$ cat config.mk
export PLATFORM = sky130hd
export DESIGN_NAME = core_ep_arb_flat
export DESIGN_NICKNAME = d
export VERILOG_FILES = /design/src/rtl/core_ep_arb_if.sv /design/src/rtl/core_ep_arb.sv /design/src/flat_wrapper.sv
export SDC_FILE = /design/constraint.sdc
export NUM_CORES = 1
export LEC_CHECK = 0
export CORE_MARGIN = 4
export CORE_UTILIZATION = 48
export DETAILED_ROUTE_END_ITERATION = 8
export MAX_ROUTING_LAYER = met4
export PLACE_DENSITY = 0.83
export SYNTH_ARGS = -nofsm -noshare
export SYNTH_HDL_FRONTEND = slang
export SYNTH_SLANG_ARGS = --single-unit
$ cat constraint.sdc
create_clock -name clk -period 1.9 [get_ports clk]
set_input_delay 0.38 -clock clk [delete_from_list [all_inputs] [get_ports clk]]
set_output_delay 0.38 -clock clk [all_outputs]
set_load 0.1 [all_outputs]
$ cat src/rtl/core_ep_arb_if.sv
`default_nettype none
// ============================================================================
//  Module      : core_ep_arb_if
//  Description : Requester-side bundle for the PCIe endpoint transmit arbiter.
//                Carries the per-requester request/drive levels toward the
//                arbiter and the grant, TX-mux select and error flags back.
//  Ports       : req_ep    - per-requester request level
//                drv_ep    - per-requester "driving endpoint" level
//                my_trn    - one-hot registered grant
//                gnt_vld   - a grant is outstanding
//                gnt_idx   - index of current or last grantee
//                drv_act   - TX mux enable
//                to_err    - watchdog revoke pulse
//                proto_err - drive-without-grant pulse
//  Modports    : master - requester / TX-mux side
//                slave  - arbiter side
//  Revision    : 1.0 - initial release
// ============================================================================
interface core_ep_arb_if #(
    parameter int N_REQ = 4,
    parameter int IDX_W = 2
) ();
    logic [N_REQ-1:0] req_ep;
    logic [N_REQ-1:0] drv_ep;
    logic [N_REQ-1:0] my_trn;
    logic             gnt_vld;
    logic [IDX_W-1:0] gnt_idx;
    logic             drv_act;
    logic             to_err;
    logic             proto_err;

    modport master (
        output req_ep,
        output drv_ep,
        input  my_trn,
        input  gnt_vld,
        input  gnt_idx,
        input  drv_act,
        input  to_err,
        input  proto_err
    );

    modport slave (
        input  req_ep,
        input  drv_ep,
        output my_trn,
        output gnt_vld,
        output gnt_idx,
        output drv_act,
        output to_err,
        output proto_err
    );
endinterface
`default_nettype wire

$ cat src/rtl/core_ep_arb.sv
`default_nettype none
// ============================================================================
//  Module      : core_ep_arb
//  Description : Round-robin owner of the PCIe endpoint transmit interface.
//                Grants one of N_REQ requesters at a time with a registered
//                one-hot my_trn, tracks the grantee's drv_ep ownership window
//                until release, revokes grants that are never taken up within
//                GRANT_TO cycles, and flags drv_ep from non-grantees.
//  Ports       : clk  - core clock
//                rst  - asynchronous active-high reset
//                ep   - core_ep_arb_if.slave (req_ep, drv_ep in;
//                       my_trn, gnt_vld, gnt_idx, drv_act, to_err,
//                       proto_err out)
//  Parameters  : N_REQ    - number of requesters (2..8)
//                IDX_W    - width of gnt_idx, 2**IDX_W >= N_REQ
//                GRANT_TO - cycles allowed from grant to drv_ep (1..65535)
//  Revision    : 1.0 - initial release
// ============================================================================
module core_ep_arb #(
    parameter int N_REQ    = 4,
    parameter int IDX_W    = 2,
    parameter int GRANT_TO = 1024
) (
    input  wire logic   clk,
    input  wire logic   rst,
    core_ep_arb_if.slave ep
);

    localparam int               c_WD_W    = 16;
    localparam logic [c_WD_W-1:0] c_WD_LAST = c_WD_W'(GRANT_TO - 1);
    localparam logic [N_REQ-1:0]  c_ONE     = {{(N_REQ-1){1'b0}}, 1'b1};

    typedef enum logic [1:0] {
        S_IDLE  = 2'd0,
        S_GRANT = 2'd1,
        S_BUSY  = 2'd2
    } state_t;

    state_t             r_state;
    state_t             w_state_nxt;

    logic [IDX_W-1:0]   r_ptr;
    logic [IDX_W-1:0]   r_gnt_idx;
    logic [N_REQ-1:0]   r_my_trn;
    logic [c_WD_W-1:0]  r_wdog;
    logic               r_to_err;
    logic               r_proto_err;

    logic               w_any;
    logic [IDX_W-1:0]   w_sel;
    logic               w_own_drv;
    logic               w_grant;
    logic               w_release;
    logic               w_revoke;
    logic [IDX_W-1:0]   w_next_idx;
    logic               w_intruder;

    // Modulo-N_REQ wrap of a requester offset.
    function automatic logic [IDX_W-1:0] f_wrap(input int v);
        return IDX_W'(v % N_REQ);
    endfunction

    // Rotating priority search: first set request at ptr, ptr+1, ... .
    always_comb begin
        w_any = 1'b0;
        w_sel = '0;
        for (int i = 0; i < N_REQ; i++) begin
            if (!w_any && ep.req_ep[f_wrap(int'(r_ptr) + i)]) begin
                w_any = 1'b1;
                w_sel = f_wrap(int'(r_ptr) + i);
            end
        end
    end

    assign w_own_drv  = ep.drv_ep[r_gnt_idx];
    assign w_next_idx = (r_gnt_idx == IDX_W'(N_REQ - 1)) ? '0 : r_gnt_idx + 1'b1;

    // my_trn is zero in IDLE and one-hot on the grantee otherwise, so any
    // drv_ep bit outside it is a drive without ownership.
    assign w_intruder = |(ep.drv_ep & ~r_my_trn);

    // ------------------------------------------------------------------
    // State register
    // ------------------------------------------------------------------
    always_ff @(posedge clk or posedge rst) begin
        if (rst) begin
            r_state <= S_IDLE;
        end else begin
            r_state <= w_state_nxt;
        end
    end

    // ------------------------------------------------------------------
    // Next-state and transition strobes
    // ------------------------------------------------------------------
    always_comb begin
        w_state_nxt = r_state;
        w_grant     = 1'b0;
        w_release   = 1'b0;
        w_revoke    = 1'b0;
        case (r_state)
            S_IDLE: begin
                if (w_any) begin
                    w_grant     = 1'b1;
                    w_state_nxt = S_GRANT;
                end
            end
            S_GRANT: begin
                // drv_ep takes priority over an expiring watchdog.
                if (w_own_drv) begin
                    w_state_nxt = S_BUSY;
                end else if (r_wdog == c_WD_LAST) begin
                    w_revoke    = 1'b1;
                    w_state_nxt = S_IDLE;
                end
            end
            S_BUSY: begin
                if (!w_own_drv) begin
                    w_release   = 1'b1;
                    w_state_nxt = S_IDLE;
                end
            end
            default: begin
                w_state_nxt = S_IDLE;
            end
        endcase
    end

    // ------------------------------------------------------------------
    // Grant, pointer, watchdog and error registers
    // ------------------------------------------------------------------
    always_ff @(posedge clk or posedge rst) begin
        if (rst) begin
            r_ptr       <= '0;
            r_gnt_idx   <= '0;
            r_my_trn    <= '0;
            r_wdog      <= '0;
            r_to_err    <= 1'b0;
            r_proto_err <= 1'b0;
        end else begin
            r_to_err    <= w_revoke;
            r_proto_err <= w_intruder;

            if (w_grant) begin
                r_my_trn  <= c_ONE << w_sel;
                r_gnt_idx <= w_sel;
                r_wdog    <= '0;
            end else if (r_state == S_GRANT) begin
                r_wdog <= r_wdog + 1'b1;
            end

            // Pointer moves past the grantee only when its window ends,
            // so a fast re-requester queues behind everyone else pending.
            if (w_release || w_revoke) begin
                r_my_trn <= '0;
                r_ptr    <= w_next_idx;
            end
        end
    end

    assign ep.my_trn    = r_my_trn;
    assign ep.gnt_vld   = (r_state != S_IDLE);
    assign ep.gnt_idx   = r_gnt_idx;
    assign ep.drv_act   = w_own_drv && (r_state == S_BUSY);
    assign ep.to_err    = r_to_err;
    assign ep.proto_err = r_proto_err;

endmodule
`default_nettype wire

$ cat src/flat_wrapper.sv
// flat-port wrapper written by rule: the top's interface ports become plain ports
module core_ep_arb_flat 
#(
    parameter int N_REQ    = 4,
    parameter int IDX_W    = 2,
    parameter int GRANT_TO = 1024
)
  (clk, rst, ep_req_ep, ep_drv_ep, ep_my_trn, ep_gnt_vld, ep_gnt_idx, ep_drv_act, ep_to_err, ep_proto_err);
  core_ep_arb_if #(.N_REQ(N_REQ), .IDX_W(IDX_W)) ep_i ();
  input  wire logic clk;
  input  wire logic rst;
  input wire logic [$bits(ep_i.req_ep)-1:0] ep_req_ep;
  input wire logic [$bits(ep_i.drv_ep)-1:0] ep_drv_ep;
  output wire logic [$bits(ep_i.my_trn)-1:0] ep_my_trn;
  output wire logic [$bits(ep_i.gnt_vld)-1:0] ep_gnt_vld;
  output wire logic [$bits(ep_i.gnt_idx)-1:0] ep_gnt_idx;
  output wire logic [$bits(ep_i.drv_act)-1:0] ep_drv_act;
  output wire logic [$bits(ep_i.to_err)-1:0] ep_to_err;
  output wire logic [$bits(ep_i.proto_err)-1:0] ep_proto_err;
  assign ep_i.req_ep = ep_req_ep;
  assign ep_i.drv_ep = ep_drv_ep;
  assign ep_my_trn = ep_i.my_trn;
  assign ep_gnt_vld = ep_i.gnt_vld;
  assign ep_gnt_idx = ep_i.gnt_idx;
  assign ep_drv_act = ep_i.drv_act;
  assign ep_to_err = ep_i.to_err;
  assign ep_proto_err = ep_i.proto_err;
  core_ep_arb #(.N_REQ(N_REQ), .IDX_W(IDX_W), .GRANT_TO(GRANT_TO)) u_core (.clk(clk), .rst(rst), .ep(ep_i));
endmodule
==> results of run 1 <==
[power groups by stage]
stage | registers [uW] | clock network (uW) | logic, uW
global placement | 898 | 0 | 1640
global route | 916 | 290 | 1850
finish | 896 | 244 | 1740
detailed placement | 912 | 0 | 1690
CTS | 891 | 258 | 1730
floorplan | 1240 | 0 | 678
[how the worst min path moves through the flow]
| stage | startpoint | endpoint | slack [ps] | depth (start not counted) |
|---|---|---|---|---|
| floorplan | rst | u_core.ep.gnt_idx[0]$_DFFE_PP0N_ | 450 | 1 |
| global placement | u_core.r_wdog[15]$_DFFE_PP0P_ | u_core.r_wdog[15]$_DFFE_PP0P_ | 470 | 1 |
| detailed placement | u_core.r_wdog[15]$_DFFE_PP0P_ | u_core.r_wdog[15]$_DFFE_PP0P_ | 480 | 1 |
| CTS | rst | u_core.ep.to_err$_DFF_PP0_ | 400 | 3 |
| global route | rst | u_core.r_state[1]$_DFFE_PP0P_ | 400 | 3 |
| finish | rst | u_core.ep.to_err$_DFF_PP0_ | 400 | 3 |
[synth_stat cells (2+ instances only)]
library cell	n	share of area, %
dfrtp_1	28	48
nand2_1	18	4.6
o21ai_0	18	6.1
a21oi_1	12	4.1
nor2_1	11	2.8
nand3_1	9	3.1
inv_1	8	2.0
nand2b_1	4	1.7
nand4_1	4	1.7
xor2_1	4	2.4
a31oi_1	3	1.3
and3_1	3	1.3
clkbuf_1	3	0.77
a211oi_1	2	1.0
buf_2	2	0.68
ha_1	2	1.7
mux2_2	2	1.5
mux2i_1	2	1.4
nor2b_1	2	0.85
nor4_1	2	0.85
o31ai_1	2	1.0
[layer usage]
metal,vias to the layer above,wire (um)
li1,644,-
met1,645,1490
met2,45,1930
met3,11,159
met4,0,80
met5,-,0
[final cells by class]
type	count	area share [%]
Inverter	8	1.54
Timing Repair Buffer	36	20.3
Multi-Input combinational cell	120	38.5
Sequential cell	28	36.3
Clock buffer	4	1.35
Tap cell	31	1.99
[cell families after synthesis]
kind of cell | share of synthesized area [%]
adder cells (fa/ha/maj) | 1.70
flip-flops | 47.7
multiplexers | 2.89
buffers and inverters | 3.49
AO/OA/AOI/OAI | 18.6
AND/OR/NAND/NOR | 22.6
XOR/XNOR | 2.98
[repair_timing]
item,4_1_cts,5_1_grt
endpoints found under the hold margin,0,0
resized for setup,3,2
setup buffers,2,0
pin swaps,1,1
endpoints found under the setup margin,1,3
[state kept, by name, summed over array words and instances, names as in the netlist]
| name | flops |
|---|---|
| u_core.r_state | 2 |
| u_core.ep.gnt_idx | 2 |
| u_core.r_ptr | 2 |
| u_core.ep.my_trn | 4 |
| u_core.r_wdog | 16 |
| u_core.ep.proto_err | 1 |
| u_core.ep.to_err | 1 |
[worst register-to-register path: stages, from the launching register on]
cell,delay [ps]
dfrtp_1,430
ha_1,190
and2_1,160
and2_0,190
nand4_2,160
a21oi_4,230
mux2_2,350
[stage by stage]
stage	hold slack, ps	power [uW]
detailed placement	483	2610
finish	395	2880
global placement	469	2530
CTS	402	2880
global route	402	3060
floorplan	445	1920
==> reports/summary.txt, run 1 <==
Status = complete, but fails checks
Violated checks = negative setup slack
Crit path DAT = 1540 ps
IO Port Bufs = 19
Placed Instance Area = 1890 um2
Clk_skew = 11.7 ps
Commonest non-fill, non-tap cells in the layout = dfrtp_1 (26), buf_4 (19), nand2_1 (18), o21ai_0 (18), a21oi_1 (11)
Fin. Hold Viols = 0
Grt met3 use = 4.44%
DRT antenna net count = 0
Power share of the combinational group = 60.5%
Largest net degree at the start of global routing = 29
Power Density = 1480 nW/um2
Initial Utilization = 51.5%
Crit path max-delay family = flip-flops
Worst Setup Path Type = register to primary output
IO Pins = 20
CTS root buffer = clkbuf_4
Max-Cap Viols = 0
Core Box Area = 2850 um2
CP Capture Type = primary output
Met2 Resource Use GR = 36.5%
Die area = 4010 um2
Area of the multi-input gates = 748 um2
Buffers & Inverters on Critical Path = 1
CP Depth = 3
Post-DP HPWL = 2.83 mm
Syn Std Cell Area = 1470 um2
Setup TNS = -23.2 ps
Place WS = -305 ps
Crit path launch = u_core.ep.gnt_idx[0]$_DFFE_PP0N_
Final min period = 1920 ps
DR vias = 1345
Slew Limit Fails = 0
Sink Count = 28
Clock share of power = 8.5%
Total gr overflow = 0
WL final = 3.66 mm
DR vias/cell = 5.93
GRT Resource Usage Total = 20.5%
Yosys reg bits = 28
Sequential area share after synthesis = 47.7%
M1 GR Usage = 22.0%
R2R Setup Slk = 90 ps
Routability congestion estimate = 0.889
Part of the cycle the worst path needs = 101%
Worst flop-to-flop path startpoint = u_core.r_wdog[0]$_DFFE_PP0P_
Critical Path RT = 1520 ps
DIE HEIGHT = 63.3 um
H-tree depth = 1
Slowest stage cell, crit path = dfrtp_4
Synth cell types = 41
Chip Width = 63.3 um
Synthesis-to-layout area growth = 32.3%
Fin util = 68.2%
VDD IR max = 0.852 mV
Clock-pin transition on the worst setup and hold timing paths = 140 ps
Worst slew pin tran = 471 ps
First-pass GRT wire length = 6.47 mm
Placed instance count = 222
Net Count, Synth = 173
Number of fill cells = 226
CTS Hold Bufs = 0
Drt first pass iters = 4
Lkg Pwr = 0.000866 uW
Worst skew pair latency = 330 ps
Cell Int Power = 1490 uW
Ant diodes = 0
Layout Nets = 209
Switching power = 1400 uW
Slowest Stage Delay on Critical Path = 550 ps
Switching share of power = 48.5%
Final worst setup slack = -23.2 ps
Initial antenna violation count = 0
Maximum buffer depth of the clock tree = 2
Vias in the first global route = 1430
DRC errors left = 0
Most crowded layer after global routing = met2
Post-synth EDFFs = 0
Worst hold path class = input pin to asynchronous set/reset pin
Post-Synthesis Cells = 161
Final setup viols = 1
Slew headroom = 68.4%
Reg area = 706 um2
CP Max Fanout = 5
DRT iter0 DRCs = 72
Post-DR wirelength/cell = 16.1 um
TritonCTS Buffers = 3
Commonest non-fill, non-tap cell in the layout = dfrtp_1
Fmax = 520 MHz
Final std cells w/o fill = 227
Share of layout cells above drive strength 1 = 24.0%
Synth Warn # = 0
Seq pwr share = 31.1%
CTS tree = built
Synth Flop Type = dfrtp_1
Unrepaired setup endpoints after global routing = true
Asr flop ratio synth = 100%
CP Cell Sequence = mux2i_2, a211oi_4, buf_12
R2R depth = 6
Startpoint types = register
RR Endpoint = u_core.r_ptr[1]$_DFFE_PP0P_
Syn avg cell area = 9.13 um2
Design area = 1940 um2
# rows = 19
Crit path capture = ep_drv_act
No activity file was read; power rests on OpenSTA's default activity.
==> inputs of run 2 (changes only) <==
Settings changed: CORE_UTILIZATION 48 to 58, PLACE_DENSITY 0.83 to 0.93.
Clock period 1.9 ns to 2.34 ns, I/O delays scaled along.
==> run 2 against run 1 <==
  * The flow now finishes without violations
  * Wire length is 1.3% lower
  * Core utilization is 8.9 points higher
  * Cell area is 8.1% lower
  * Via count is 1.0% lower
  * Sequential power is 21% lower
  * Register-to-register slack better by 140 ps
  * Worst hold slack better by 50 ps
  * Clock power is 29% higher
  * Count of clock-buffer cells in the layout is 1 lower
  * Global-route usage is 4.1 points higher
  * Largest cell class unchanged
  * Highest routed layer unchanged
==> reports/summary.txt, run 2 (synthesized netlist as in run 1, its figures left out) <==
Crit path DAT = 1730 ps (+190 ps)
Cell Int Power = 1120 uW (-25%)
Clk_skew = 2.31 ps (-9.40 ps)
DRT antenna net count = 0 (unchanged)
Largest net degree at the start of global routing = 17 (-41%)
Fmax = 455 MHz
Ant diodes = 0 (unchanged)
Chip Width = 58.3 um (-7.9%)
Switching power = 1100 uW (-21%)
Placed instance count = 210 (-5.4%)
Setup Fix Bufs, Post-CTS = 0 (-2)
Power Density = 1240 nW/um2 (-16%)
Max FFs per register = 16 (unchanged)
Setup TNS = 0 ps (+23.2 ps)
CTS tree = built
DR vias/cell = 6.22 (+5.0%)
Layout Nets = 199 (-4.8%)
VDD IR max = 0.948 mV (+11%)
Worst Setup Path Type = input pin to primary output
Share of layout cells above drive strength 1 = 17.7% (-6.2 points)
Fin. Hold Viols = 0 (unchanged)
First-pass GRT wire length = 6.20 mm (-4.1%)
Fin util = 77.1% (+8.9 points)
Clock share of power = 14.2% (+5.7 points)
Final setup viols = 0 (-1)
H-tree depth = 1 (unchanged)
Commonest non-fill, non-tap cell in the layout = dfrtp_1
Worst skew pair latency = 330 ps (about the same)
Most flops, register = u_core.r_wdog
# rows = 17 (-2)
DIE HEIGHT = 58.3 um (-7.9%)
Initial antenna violation count = 0 (unchanged)
Slew headroom = 65.5% (-2.9 points)
GRT Resource Usage Total = 24.6% (+4.1 points)
CP Max Fanout = 2 (-3)
Status = finished clean
Total gr overflow = 0 (unchanged)
Vias in the first global route = 1367 (-4.4%)
Worst hold path class = input pin to asynchronous set/reset pin
WL final = 3.61 mm (-1.3%)
DR vias = 1331 (-1.0%)
Synthesis-to-layout area growth = 21.5%
CP Capture Type = primary output
Part of the cycle the worst path needs = 93.9%
Slew Limit Fails = 0 (unchanged)
Seq pwr share = 32.1% (+1.0 points)
Critical Path RT = 1870 ps (+350 ps)
Hold slack = 445 ps (+50.1 ps)
Max-Cap Viols = 0 (unchanged)
Final std cells w/o fill = 214 (-5.7%)
Core Box Area = 2320 um2 (-19%)
IO Pins = 20 (unchanged)
Lkg Pwr = 0.000792 uW (-8.6%)
DRT iter0 DRCs = 66 (-8.3%)
Startpoint types = input pin
Post-DP HPWL = 2.60 mm (-8.1%)
Commonest non-fill, non-tap cells in the layout = dfrtp_1 (26), nand2_1 (18), o21ai_0 (18)
CTS root buffer = clkbuf_4
Routability congestion estimate = 0.883 (-0.66%)
IO Port Bufs = 19 (unchanged)
DRC errors left = 0 (unchanged)
Power share of the combinational group = 53.7% (-6.8 points)
TritonCTS Buffers = 3 (unchanged)
Worst slew pin tran = 517 ps (+46.1 ps)
Clock-pin transition on the worst setup and hold timing paths = 150 ps (about the same)
Final min period = 2200 ps
Sink Count = 28 (unchanged)
Post-DR wirelength/cell = 16.9 um (+4.7%)
Unrepaired setup endpoints after global routing = false
Die area = 3400 um2 (-15%)
Switching share of power = 49.7% (+1.2 points)
Maximum buffer depth of the clock tree = 2 (unchanged)
Initial Utilization = 63.4% (+12 points)
Drt first pass iters = 4 (unchanged)
[run 2: final timing paths]
path	end	from	slack, ps	depth (start not counted)
max	ep_drv_act	ep_drv_ep[0]	140	6
min	u_core.r_wdog[12]$_DFFE_PP0P_	rst	450	2
max reg2reg	u_core.r_ptr[1]$_DFFE_PP0P_	u_core.r_wdog[0]$_DFFE_PP0P_	230	6
min reg2reg	u_core.r_wdog[15]$_DFFE_PP0P_	u_core.r_wdog[15]$_DFFE_PP0P_	500	1
max in group asynchronous	u_core.r_ptr[0]$_DFFE_PP0P_	rst	1290	3
min in group clk	u_core.r_wdog[15]$_DFFE_PP0P_	u_core.r_wdog[15]$_DFFE_PP0P_	500	1
[run 2: power groups by stage]
| stage | clock [uW] | combinational (uW) | sequential [uW] |
|---|---|---|---|
| 2_1_floorplan | 0 | 544 | 1010 |
| 3_3_place_gp | 0 | 1130 | 698 |
| 3_5_place_dp | 0 | 1180 | 712 |
| 4_1_cts | 318 | 1190 | 701 |
| 5_1_grt | 344 | 1270 | 725 |
| 6_report | 315 | 1190 | 711 |
[run 2: final cells by class]
cell class | instances | area (um2)
clock buffers | 3 | 22.5
clock inverters | 1 | 30.0
fillers | 152 | 532
inverters | 8 | 30.0
multi-input cells | 120 | 736
flip-flops and latches | 28 | 703
well taps | 28 | 35.0
repair buffers | 26 | 230
[run 2: worst max-delay path, stage by stage]
cell             delay, ps
clkdlybuf4s50_1        470
nor2b_1                160
a211oi_2                70
buf_4                  150
a211oi_4               200
buf_12                 210
[run 2: per-stage QoR]
| step | worst slack, ps | cell area (um2) | power, uW |
|---|---|---|---|
| after floorplan | 10.0 | 1490 | 1550 |
| after global placement | 96.2 | 1730 | 1830 |
| after detailed placement | 63.1 | 1730 | 1890 |
| after CTS | 132 | 1780 | 2210 |
| after global routing | 32.0 | 1790 | 2340 |
| final | 144 | 1790 | 2220 |
[run 2: timing repair]
action	in CTS	in global routing
hold buffers	0	0
setup endpoints to repair	0	1
endpoints found under the hold margin	0	0
resized for setup	0	1
[run 2: per-layer routing]
metal	up-vias	track usage (%)	part of all wire, %
met5	-	-	0
met4	0	12.3	2.7
met3	10	4.17	5.1
met2	43	40.8	50
met1	655	28.7	42
li1	623	-	-
==> inputs of run 3 (changes only) <==
Settings changed: CORE_UTILIZATION 58 to 53, PLACE_DENSITY 0.93 to not set, PLACE_DENSITY_LB_ADDON set to 0.15.
Clock period 2.34 ns to 2.5 ns, I/O delays scaled along.
==> run 3 against run 2 <==
  * Cell area shrank 0.56%
  * Wire length shrank 10%
  * Worst setup slack gained 130 ps
  * Core utilization shrank 7.9 points
  * Sequential share of layout area grew 0.22 points
  * Clock power shrank 4%
  * Sequential power shrank 6.9%
  * Via count shrank 5.0%
  * Largest power group unchanged
==> reports/summary.txt, run 3 (synthesized netlist as in run 1, its figures left out) <==
Clock share of power = 14.9% (+0.7 points)
First-pass GRT wire length = 5.29 mm (-15%)
H-tree depth = 1 (unchanged)
Crit path max-delay family = buffers and inverters
Fin. Hold Viols = 0 (unchanged)
Commonest non-fill, non-tap cells in the layout = dfrtp_1 (26), nand2_1 (18), o21ai_0 (18)
Cell Int Power = 1030 uW (-8.1%)
Vias in the first global route = 1176 (-14%)
Slowest stage cell, crit path = clkdlybuf4s50_1
Sink Count = 28 (unchanged)
Maximum buffer depth of the clock tree = 2 (unchanged)
CTS Hold Bufs = 0 (unchanged)
DRT iter0 DRCs = 60 (-9.1%)
Place WS = 163 ps (+99.5 ps)
Reg area = 703 um2 (unchanged)
DR vias = 1265 (-5.0%)
Drt first pass iters = 4 (unchanged)
Post-DR wirelength/cell = 15.1 um (-10%)
Placed instance count = 211 (+0.48%)
Initial antenna violation count = 0 (unchanged)
Lkg Pwr = 0.000786 uW (-0.76%)
Final setup viols = 0 (unchanged)
Placed Instance Area = 1720 um2 (-0.29%)
CTS root buffer = clkbuf_4
Initial Utilization = 57.3% (-6.1 points)
Fmax = 449 MHz
CP Max Fanout = 2 (unchanged)
Chip Width = 60.7 um (+4.0%)
Most flops, register = u_core.r_wdog
Switching share of power = 49.4% (-0.27 points)
Slew Limit Fails = 0 (unchanged)
Worst skew pair latency = 330 ps (about the same)
DR vias/cell = 5.88 (-5.4%)
Ant diodes = 0 (unchanged)
Slew headroom = 69.3% (+3.8 points)
Seq pwr share = 32.6% (+0.5 points)
DRC errors left = 0 (unchanged)
Clock-pin transition on the worst setup and hold timing paths = 160 ps (about the same)
Part of the cycle the worst path needs = 89.1%
Final std cells w/o fill = 215 (+0.47%)
Power share of the combinational group = 52.5% (-1.2 points)
Synthesis-to-layout area growth = 20.9%
IO Port Bufs = 19 (unchanged)
Post-DP HPWL = 2.39 mm (-8.4%)
Switching power = 1000 uW (-9.1%)
Number of fill cells = 213 (+40%)
Critical Path RT = 2000 ps (+130 ps)
Clk_skew = 3.73 ps (+1.42 ps)
Layout Nets = 198 (-0.50%)
Startpoint types = input pin
Crit path DAT = 1730 ps (about the same)
Final min period = 2230 ps
Buffers & Inverters on Critical Path = 3 (unchanged)
VDD IR max = 1.21 mV (+27%)
Largest net degree at the start of global routing = 29 (+12)
CP Cell Sequence = clkdlybuf4s50_1, nor2b_1, a211oi_1, buf_4, a211oi_4, buf_12
Hold slack = 509 ps (+63.2 ps)
Post-CTS sizing = 0 (unchanged)
DRT antenna net count = 0 (unchanged)
Setup Fix Bufs, Post-CTS = 0 (unchanged)
GRT Resource Usage Total = 19.9% (-4.7 points)
Unrepaired setup endpoints after global routing = false
Status = finished clean
Worst slew pin tran = 459 ps (-57.8 ps)
# rows = 18 (+1)
WL final = 3.25 mm (-10%)
Design area = 1780 um2 (-0.56%)
Setup TNS = 0 ps (unchanged)
Worst hold path class = input pin to asynchronous set/reset pin
Commonest non-fill, non-tap cell in the layout = dfrtp_1
CP Capture Type = primary output
Share of layout cells above drive strength 1 = 16.8% (-0.99 points)
CTS tree = built
Worst Setup Path Type = input pin to primary output
Area of the multi-input gates = 731 um2 (-0.68%)
IO Pins = 20 (unchanged)
TritonCTS Buffers = 3 (unchanged)
Power Density = 1140 nW/um2 (-8.1%)
Slowest Stage Delay on Critical Path = 480 ps (about the same)
Total gr overflow = 0 (unchanged)
DIE HEIGHT = 60.7 um (+4.0%)
Max-Cap Viols = 0 (unchanged)
Die area = 3680 um2 (+8.1%)
Core Box Area = 2570 um2 (+11%)
Routability congestion estimate = 0.772 (-13%)
Final worst setup slack = 271 ps (+128 ps)
Max FFs per register = 16 (unchanged)
-- run 3: worst paths after layout --
path                            depth (start not counted)                          endpoint  slack [ps]                           from
worst min-delay path                                    3      u_core.r_wdog[2]$_DFFE_PP0P_         510                            rst
max in group asynchronous                               3  u_core.ep.gnt_idx[1]$_DFFE_PP0N_        1690                            rst
worst max register to register                          6       u_core.r_ptr[0]$_DFFE_PP0P_         480   u_core.r_wdog[0]$_DFFE_PP0P_
worst max-delay path                                    6                        ep_drv_act         270                   ep_drv_ep[0]
worst min register to register                          1     u_core.r_wdog[15]$_DFFE_PP0P_         510  u_core.r_wdog[15]$_DFFE_PP0P_
min in group clk                                        1     u_core.r_wdog[15]$_DFFE_PP0P_         510  u_core.r_wdog[15]$_DFFE_PP0P_
-- run 3: power by group through the flow --
stage	sequential (uW)	combinational, uW	clock (uW)
after detailed placement	666	1070	0
after floorplan	942	509	0
after global routing	675	1150	321
after CTS	657	1070	302
after global placement	659	1040	0
final	662	1060	301
-- run 3: layout make-up --
type	instances	share of cell area, %
multi-input combinational	120	41.1
sequential	28	39.6
timing repair buffer	25	12.5
tap	30	2.11
clock inverter	1	1.69
inverter	8	1.69
clock buffer	3	1.27
-- run 3: worst reg2reg max path: stages, from the launching register on --
cell	delay [ps]
dfrtp_1	430
ha_1	180
and2_1	290
and2_0	220
nand4_2	150
a21oi_4	290
mux2_2	370
-- run 3: metrics by stage --
stage	utilization [%]	power, uW
floorplan	-	1450
global placement	67.2	1700
detailed placement	67.2	1730
CTS	69.2	2030
global route	69.2	2150
finish	69.2	2030
-- run 3: metal layers --
layer	routed length, um	global-route usage (%)	vias to the layer above
li1	-	-	626
met4	18	5.88	0
met2	1580	32.4	25
met1	1540	26.0	612
met3	114	2.55	2
met5	0	-	-
